==> config.mk <==
export PLATFORM = sky130hd
export DESIGN_NAME = mem_port_arbiter
export DESIGN_NICKNAME = d
export VERILOG_FILES = /design/src/rtl/mem_port_arbiter.sv
export SDC_FILE = /design/constraint.sdc
export NUM_CORES = 1
export LEC_CHECK = 0
export BUFFER_PORTS_ARGS = -buffer_cell sky130_fd_sc_hd__buf_2
export CAP_MARGIN = 40
export CORE_ASPECT_RATIO = 0.5
export CORE_MARGIN = 2
export CORE_UTILIZATION = 40
export CTS_CLUSTER_DIAMETER = 40
export DETAILED_ROUTE_END_ITERATION = 7
export PLACE_DENSITY = 0.7
export SYNTH_ARGS = -nofsm -noshare
export SYNTH_HDL_FRONTEND = slang
export SYNTH_SLANG_ARGS = --single-unit
==> constraint.sdc <==
create_clock -name clk -period 4.34 [get_ports clk]
set_input_delay 0.868 -clock clk [delete_from_list [all_inputs] [get_ports clk]]
set_output_delay 0.868 -clock clk [all_outputs]
set_load 0.02 [all_outputs]
==> src/rtl/mem_port_arbiter.sv <==
// Arbitrates the fetch and data ports onto one single-port memory with a req/ack
// handshake, returning a one-cycle ready pulse and read data to the granted port.
module mem_port_arbiter #(
  parameter int DATA_WIDTH    = 32,
  parameter int ADDR_WIDTH    = 32,
  parameter int MAX_DM_STREAK = 4,
  parameter int TIMEOUT       = 255
) (
  input  logic                    clk,
  input  logic                    rst,
  input  logic                    if_req_i,
  input  logic [ADDR_WIDTH-1:0]   if_addr_i,
  output logic [DATA_WIDTH-1:0]   if_rdata_o,
  output logic                    if_ready_o,
  input  logic                    dm_req_i,
  input  logic                    dm_we_i,
  input  logic [DATA_WIDTH/8-1:0] dm_be_i,
  input  logic [ADDR_WIDTH-1:0]   dm_addr_i,
  input  logic [DATA_WIDTH-1:0]   dm_wdata_i,
  output logic [DATA_WIDTH-1:0]   dm_rdata_o,
  output logic                    dm_ready_o,
  output logic                    mem_req_o,
  output logic                    mem_we_o,
  output logic [DATA_WIDTH/8-1:0] mem_be_o,
  output logic [ADDR_WIDTH-1:0]   mem_addr_o,
  output logic [DATA_WIDTH-1:0]   mem_wdata_o,
  input  logic [DATA_WIDTH-1:0]   mem_rdata_i,
  input  logic                    mem_ack_i,
  output logic                    stall_if_o,
  output logic                    stall_mem_o,
  output logic                    err_o
);

  typedef enum logic [1:0] {IDLE, BUSY, RESP} state_t;
  typedef enum logic {OWN_IF, OWN_DM} owner_t;

  localparam logic [3:0] STREAK_MAX = 4'(MAX_DM_STREAK);
  localparam logic [7:0] TCNT_LAST  = 8'(TIMEOUT - 1);

  state_t     state;
  owner_t     owner;
  logic [3:0] streak;
  logic [7:0] tcnt;
  logic       fetch_wins;

  // Data normally wins; fetch only gets in once the data streak is exhausted.
  assign fetch_wins  = if_req_i & (~dm_req_i | (streak == STREAK_MAX));
  assign stall_if_o  = if_req_i & ~if_ready_o;
  assign stall_mem_o = dm_req_i & ~dm_ready_o;

  always_ff @(posedge clk or negedge rst) begin
    if (!rst) begin
      state       <= IDLE;
      owner       <= OWN_IF;
      streak      <= '0;
      tcnt        <= '0;
      mem_req_o   <= 1'b0;
      mem_we_o    <= 1'b0;
      mem_be_o    <= '0;
      mem_addr_o  <= '0;
      mem_wdata_o <= '0;
      if_rdata_o  <= '0;
      dm_rdata_o  <= '0;
      if_ready_o  <= 1'b0;
      dm_ready_o  <= 1'b0;
      err_o       <= 1'b0;
    end else begin
      // NOTE: pulse outputs default low here and are overridden below; with
      // non-blocking assignments the last write in the block wins.
      if_ready_o <= 1'b0;
      dm_ready_o <= 1'b0;
      err_o      <= 1'b0;

      case (state)
        IDLE: begin
          if (if_req_i || dm_req_i) begin
            state     <= BUSY;
            mem_req_o <= 1'b1;
            tcnt      <= '0;
            if (fetch_wins) begin
              owner       <= OWN_IF;
              mem_we_o    <= 1'b0;
              mem_be_o    <= '1;
              mem_addr_o  <= if_addr_i;
              mem_wdata_o <= '0;
              streak      <= '0;
            end else begin
              owner       <= OWN_DM;
              mem_we_o    <= dm_we_i;
              mem_be_o    <= dm_be_i;
              mem_addr_o  <= dm_addr_i;
              mem_wdata_o <= dm_wdata_i;
              if (!if_req_i)
                streak <= '0;
              else if (streak >= STREAK_MAX)
                streak <= STREAK_MAX;
              else
                streak <= streak + 4'd1;
            end
          end
        end

        BUSY: begin
          if (mem_ack_i || tcnt == TCNT_LAST) begin
            state     <= RESP;
            mem_req_o <= 1'b0;
            err_o     <= ~mem_ack_i;
            if (owner == OWN_IF) begin
              if_ready_o <= 1'b1;
              if (mem_ack_i)
                if_rdata_o <= mem_rdata_i;
            end else begin
              dm_ready_o <= 1'b1;
              if (mem_ack_i && !mem_we_o)
                dm_rdata_o <= mem_rdata_i;
            end
          end else begin
            tcnt <= tcnt + 8'd1;
          end
        end

        RESP:    state <= IDLE;
        default: state <= IDLE;
      endcase
    end
  end

endmodule

## Yosys cells after proc, flatten, opt, wreduce, memory -nomap -nowiden

Cells that the tools add are included.

- Bits in registers: 152
- Input bits: 138
- Word-level logic and storage cells: 69

- Add/sub/neg operators: 2
- Order comparisons: 1
- Equal/unequal tests: 6
- Mux-type cells: 25
- Bitwise logic cells: 9
- Reductions and logical operators: 12

Operators by type and width:

| kind | count |
|---|---|
| 2-to-1 mux 32 bit | 2 |
| 2-to-1 mux 4 bit | 4 |
| 2-to-1 mux 8 bit | 2 |
| one-hot mux 8 bit (2 select lines) | 1 |
| 2-to-1 mux 1 bit | 12 |
| adder 8 x 1 -> 8 bit, second input constant | 1 |
| == test 8 bit, second input constant | 1 |
| AND reduction 4 bit | 2 |
| != test 2 bit, second input constant | 3 |
| AND reduction 3 bit | 2 |
| inverter 1 bit | 5 |
| adder 4 x 1 -> 4 bit, second input constant | 1 |
| == test 4 x 3 -> 1 bit, second input constant | 1 |
| greater-or-equal comparator 4 x 3 -> 1 bit, second input constant | 1 |
| 2-to-1 mux 2 bit | 2 |
| one-hot mux 2 bit (2 select lines) | 1 |
| AND reduction 2 bit | 2 |
| bitwise AND 1 bit | 3 |
| == test 2 x 1 -> 1 bit, second input constant | 1 |
| zero test 2 bit | 1 |
| logical OR 1 bit | 2 |
| one-hot mux 1 bit (2 select lines) | 1 |
| nonzero test 2 bit | 1 |
| logical AND 1 bit | 1 |
| 2 further kinds | 2 |

## Depth between registers and ports, before layout

Gate-level depths: netlist (run 1).

- Word-level depth: 4
- Mapped depth: 8

## Worst setup path after synthesis (run 1)

Ideal clock, no wire load.

- Kind: input to output
- From: input port if_req_i
- To: output port stall_if_o
- Arrival: 1.367 ns
- Data required time: 3.472 ns
- Path slack: 2.105 ns
- Cell stages on the path: 2
- Path through: buf_2 nor2b_1

- Longest elaborated chain between the ends: 1

Ends and longest elaborated chain:

| item | line | RTL |
|---|---|---|
| start, declared | 11 | `input logic if_req_i,` |
| bitwise AND 1 bit | 48 | `assign stall_if_o = if_req_i & ~if_ready_o;` |
| end, declared | 29 | `output logic stall_if_o,` |

Every way passes these cells.

## Final worst setup path (run 1)

Ends and elaborated chain as after synthesis.

==> results by group, run 1 <==
STA
  – Maximum clock frequency: 443 MHz
  – Tmin final: 2.26 ns
  – Actual slew at the worst max-slew pin: 0.743 ns
  – Final setup fails: 0
  – Hold WS: 0.398 ns
  – Final hold vios: 0
  – Worst Slack Setup Final: 2.08 ns
  – Layout Skew: 0.0112 ns
  – Final worst path period share: 0.520
  – Setup TNS: 0 ns
  – Max-slew violations: 0
  – RSZ-0062 raised after global routing: no
  – Max_slew headroom: 0.505

Global route
  – Gr ovfl total: 0
  – Initial antenna violation count: 0
  – Global-route wire length before repair: 24,700 um
  – Total track usage: 0.184
  – Vias in the first global route: 5,052
  – Pin count of the biggest net entering global routing: 57

Synth
  – #FFs+latches synth: 152
  – Mapped Nets: 711
  – Post-synth EDFFs: 0
  – Distinct cells, synth: 36
  – Synth Instances: 569
  – Sequential cell area fraction in the yosys report: 0.610
  – Post-Syn Area: 6230 sq um
  – Post-Syn Area per Cell: 11.0 sq um
  – Asr flop ratio synth: 1.00
  – Yosys warns: 0
  – Post-synth top flop: dfrtp_1

Clock tree
  – Post-CTS Setup Inserts: 0
  – CTS tree: yes
  – Clk Latency, worst-skew pair: 0.41 ns
  – Clock buffer count from CTS: 17
  – H-tree depth: 4
  – Clk buf depth: 2
  – CTS root buffer: clkbuf_16
  – Reg clk slew, reported paths: 0.06 ns
  – Clock Sinks: 152
  – Cts hold-fix bufs: 0
  – Gates resized, CTS repair: 0

Route
  – Pre-antenna DRT Iters: 4
  – Antenna-violating nets left: 0
  – DR WL/cell: 14.6 um
  – Vias: 5,091
  – Drt total wl: 15,400 um
  – Vias per cell: 4.82
  – Residual DRC: 0
  – DR iter-0 viols: 258

Placement
  – Pre-CTS WS: 1.80 ns
  – GP Congestion: 0.778
  – Port Buffers: 276
  – Post-DP HPWL: 11,100 um

Job
  – Max_cap viols: 0

Setup path
  – CP max stage cell: buf_2
  – Crit path launch type: input port
  – Worst Setup End Kind: primary output
  – Critical path's most frequent cell: buf_2
  – Worst path bufs/invs: 2
  – WS Path Type: input port to primary output
  – CP cell instances: buf_2 > nor2b_1 > buf_2
  – Crit path DAT: 1.39 ns
  – Worst r2r src: state[1]
  – Critical path's top delay family: buffers and inverters
  – Slowest cell delay on critical path: 0.21 ns
  – Reg2Reg Depth: 5
  – Crit-path max FO: 8
  – Req. time, crit path: 3.47 ns
  – Crit Reg-Reg Endpoint: mem_be_o[2]
  – R2R setup slack: 2.12 ns

Floorplan
  – Row count: 32
  – Die width: 181 um
  – Die area: 16,700 sq um
  – Initial Util: 0.406
  – CORE AREA: 15,300 sq um
  – Die Span Y: 92.3 um
  – Ports: 277

Cells and area
  – P&R area growth vs syn: 35.7%
  – Share of cells above drive strength 1: 0.442
  – Antenna cell count: 0
  – Layout net count: 981

Run status
  – Outcome: finished, final reports clean

Power and ir drop
  – Static Leakage: 4.37 nW
  – Power density of the placed cells: 799 nW/um^2
  – Worst vdd ir: 0.400 mV

Worst hold path
  – Hold Crit Class: input port to asynchronous set/reset pin
[how the worst max path moves through the flow]
| stage | cells after the start | endpoint | from |
|---|---|---|---|
| after floorplan | 2 | stall_if_o | if_req_i |
| after detailed placement | 5 | mem_be_o[2] | if_req_i |
| after global placement | 6 | mem_addr_o[19] | dm_req_i |
| after CTS | 3 | stall_if_o | if_req_i |
| final | 3 | stall_if_o | if_req_i |
| after global routing | 5 | mem_addr_o[19] | state[1] |
[cell usage after synthesis, types with 3 or more instances]
cell | instances | area share
nand2_1 | 111 | 0.067
inv_1 | 9 | 0.0054
a21oi_1 | 68 | 0.055
a21o_1 | 4 | 0.0048
mux2_2 | 53 | 0.096
buf_2 | 15 | 0.012
o21ai_0 | 13 | 0.010
nand4_1 | 3 | 0.0030
mux2_1 | 11 | 0.020
nor2_1 | 40 | 0.024
clkbuf_1 | 8 | 0.0048
buf_6 | 4 | 0.0072
dfrtp_1 | 152 | 0.61
buf_4 | 7 | 0.0084
ha_1 | 4 | 0.0080
nand3_1 | 40 | 0.032
[power by group]
part	internal [W]	total, W	switching [W]
sequential	0.00207	0.00240	0.000335
combinational	0.00103	0.00278	0.00175
clock	0.000975	0.00157	0.000600
[cells in the final DEF (no fill, tap or decap), types with 3 or more instances in the layout]
master	n
nand2_1	111
ha_1	4
dfrtp_1	152
clkbuf_16	17
o21ai_0	13
buf_4	8
a21o_1	4
mux2_1	11
inv_6	5
nand4_1	3
clkbuf_1	3
buf_2	275
nand3_1	40
mux2_2	53
nor2_1	40
a21oi_1	68
bufinv_16	4
buf_16	3
inv_1	9
[layout make-up]
type                       instances  area [sq um]
sequential                       152          3800
inverter                           9          33.8
tap                              204           255
fill                            1370          6880
clock buffer                      20           437
timing repair buffer             287          1530
clock inverter                    12           188
multi-input combinational        372          2210
[sequential cells by signal, indices dropped and copies added (netlist names)]
name         count
dm_rdata_o      32
dm_ready_o       1
err_o            1
if_rdata_o      32
if_ready_o       1
mem_addr_o      32
mem_be_o         4
mem_req_o        1
mem_wdata_o     32
mem_we_o         1
owner            1
state            2
streak           4
tcnt             8
[logic make-up after synthesis]
kind of cell / share of synthesized area
multiplexers: 0.116
buffers and inverters: 0.0391
flip-flops: 0.610
XOR/XNOR: 0.00141
adder cells (fa/ha/maj): 0.00803
AO/OA/AOI/OAI: 0.0815
AND/OR/NAND/NOR: 0.144
[per-stage QoR]
step	cell area (sq um)	util	instances	power [W]
after detailed placement	7830	0.511	1024	0.00524
after CTS	8460	0.552	1056	0.00684
after global routing	8460	0.552	1056	0.00717
after global placement	7750	0.505	1021	0.00513
final	8460	0.552	1056	0.00676
after floorplan	6230	-	569	0.00423
[worst reg2reg max path, delay by kind of cell, from the launching register on]
family	cells	cell delay (ns)
AOI/OAI and AO/OA	2	0.88
DFF	1	0.40
and+or+nand+nor	2	0.38
buffers and inverters	1	0.50
[per-layer routing]
metal,global-route usage,part of all wire
met3,0.0318,0.044
met4,0.0746,0.016
met1,0.225,0.41
met5,0,0
met2,0.327,0.53
(Power assumes the default switching activity.)
==> inputs of run 2 (changes only) <==
--- a/config.mk
+++ b/config.mk
@@ -12,7 +12,7 @@
 export CORE_UTILIZATION = 40
 export CTS_CLUSTER_DIAMETER = 40
 export DETAILED_ROUTE_END_ITERATION = 7
-export PLACE_DENSITY = 0.7
+export PLACE_DENSITY = 0.72
 export SYNTH_ARGS = -nofsm -noshare
 export SYNTH_HDL_FRONTEND = slang
 export SYNTH_SLANG_ARGS = --single-unit
==> constraint.sdc (replaced) <==
create_clock -name clk -period 2.05 [get_ports clk]
set_input_delay 0.41 -clock clk [delete_from_list [all_inputs] [get_ports clk]]
set_output_delay 0.41 -clock clk [all_outputs]
set_load 0.02 [all_outputs]
==> run 2 against run 1 <==
Clock power rose by 110%; power increased by 110%; first-iteration DRC count down 11%; critical path depth increased by 3; clock-buffer cell count is 1 lower; global-route usage decreased by 0.11 points; largest power group unchanged; flip-flop and latch count unchanged; via count grew 0.57%; worst hold slack worse by 0.18 ns; cell count is 0.19% higher.
==> results by group, run 2 (synthesis results as in run 1) <==
Setup path
  – Worst Setup End Kind: flop
  – WS Path Type: flop to flop
  – Crit-path max FO: 13 (+5)
  – Crit path DAT: 2.06 ns (+0.67 ns)
  – Crit path launch type: flop
  – Req. time, crit path: 2.33 ns (-1.14 ns)

Route
  – Residual DRC: 0 (unchanged)
  – Drt total wl: 15,400 um (-0.48%)
  – Vias: 5,120 (+0.57%)
  – DR WL/cell: 14.5 um (-0.67%)
  – DR iter-0 viols: 230 (-11%)
  – Vias per cell: 4.84 (+0.38%)
  – Antenna-violating nets left: 0 (unchanged)
  – Pre-antenna DRT Iters: 6 (+2)

Power and ir drop
  – Static Leakage: 4.39 nW (+0.54%)
  – Worst vdd ir: 0.613 mV (+53%)
  – Power density of the placed cells: 1690 nW/um^2 (+110%)

Clock tree
  – Reg clk slew, reported paths: 0.07 ns (about the same)
  – Clock buffer count from CTS: 17 (unchanged)
  – H-tree depth: 4 (unchanged)
  – Clk Latency, worst-skew pair: 0.41 ns (about the same)
  – Clock Sinks: 152 (unchanged)
  – Clk buf depth: 2 (unchanged)
  – CTS root buffer: clkbuf_16
  – CTS tree: yes
  – Gates resized, CTS repair: 0 (unchanged)

STA
  – Layout Skew: 0.0128 ns (+0.00156 ns)
  – Final hold vios: 0 (unchanged)
  – Tmin final: 1.78 ns
  – Maximum clock frequency: 563 MHz
  – RSZ-0062 raised after global routing: no
  – Actual slew at the worst max-slew pin: 0.502 ns (-0.241 ns)
  – Final setup fails: 0 (unchanged)
  – Final worst path period share: 0.866
  – Max-slew violations: 0 (unchanged)
  – Setup TNS: 0 ns (unchanged)
  – Max_slew headroom: 0.664 (+0.159)

Cells and area
  – Antenna cell count: 0 (unchanged)
  – Share of cells above drive strength 1: 0.445 (+0.00248)
  – P&R area growth vs syn: 36.8%
  – Final non-filler cell area: 8530 sq um (+0.84%)
  – Layout net count: 983 (+0.20%)
  – Layout fillers: 1,343 (-2.0%)
  – Area of the multi-input gates: 2210 sq um (unchanged)
  – Commonest non-fill, non-tap cell in the layout: buf_2
  – Most frequent cells in the layout: 275 x buf_2, 152 x dfrtp_1, 111 x nand2_1
  – Storage cell area: 3800 sq um (unchanged)

Placement
  – Port Buffers: 276 (unchanged)
  – Post-DP HPWL: 10,800 um (-3.2%)
  – GP Congestion: 0.795 (+2.2%)
  – Area after DPL: 7880 sq um (+0.61%)

Run status
  – Outcome: finished, final reports clean

Worst hold path
  – Hold Crit Class: input port to flop

Floorplan
  – Ports: 277 (unchanged)
  – Die Span Y: 92.3 um (unchanged)
  – Row count: 32 (unchanged)
  – Initial Util: 0.406 (unchanged)
  – CORE AREA: 15,300 sq um (unchanged)
  – Die width: 181 um (unchanged)
  – Die area: 16,700 sq um (unchanged)

Global route
  – Total track usage: 0.183 (-0.00114)
  – Vias in the first global route: 5,099 (+0.93%)
  – Global-route wire length before repair: 24,700 um (about the same)
  – Pin count of the biggest net entering global routing: 62 (+8.8%)
  – Gr ovfl total: 0 (unchanged)
  – Initial antenna violation count: 0 (unchanged)

Job
  – Max_cap viols: 0 (unchanged)
## run 2: per-stage QoR
step / hold slack (ns) / cells / util / total power (W) / setup slack [ns]
CTS: 0.211 / 1058 / 0.556 / 0.0146 / 0.272
global route: 0.213 / 1058 / 0.556 / 0.0153 / 0.151
detailed placement: 0.387 / 1025 / 0.514 / 0.0112 / 0.269
global placement: 0.383 / 1025 / 0.514 / 0.0110 / 0.352
floorplan: 0.114 / 569 / - / 0.00895 / 0.496
finish: 0.221 / 1058 / 0.556 / 0.0144 / 0.275
## run 2: where the power goes
group | leakage, nW | internal (W) | switching [W] | total [W]
sequential | 1.84 | 0.00438 | 0.000735 | 0.00512
combinational | 2.25 | 0.00224 | 0.00369 | 0.00593
clock | 0.300 | 0.00209 | 0.00128 | 0.00337
## run 2: final timing paths
check | cells after the start | startpoint | endpoint | slack, ns
min reg2reg | 2 | mem_wdata_o[0] | mem_wdata_o[0] | 0.46
max | 6 | tcnt[0] | tcnt[2] | 0.27
max in group asynchronous | 3 | rst | if_rdata_o[5] | 0.89
max reg2reg | 6 | tcnt[0] | tcnt[2] | 0.27
min | 3 | dm_wdata_i[22] | mem_wdata_o[22] | 0.22
min in group asynchronous | 2 | rst | if_ready_o | 0.52
## run 2: layout make-up
type	count	area share
Sequential cell	152	0.446
Multi-Input combinational cell	372	0.259
Timing Repair Buffer	289	0.186
Clock buffer	19	0.0519
Tap cell	204	0.0299
Clock inverter	13	0.0229
Inverter	9	0.00396
## run 2: routing by layer
metal / part of all wire / track usage
met5: 0 / 0
met4: 0.015 / 0.0685
met3: 0.044 / 0.0346
met2: 0.52 / 0.328
met1: 0.42 / 0.222
## run 2: repair_timing
item / in CTS / in global routing
buffers inserted: 0 / 0
hold buffers: 1 / 0
endpoints found under the hold margin: 47 / 0
## run 2: worst max-delay path, cell delays in order, from the launching register on
cell	delay, ns
dfrtp_1	0.40
inv_1	0.06
ha_1	0.19
nand3_1	0.11
o211ai_2	0.23
and2_1	0.32
a221o_1	0.36
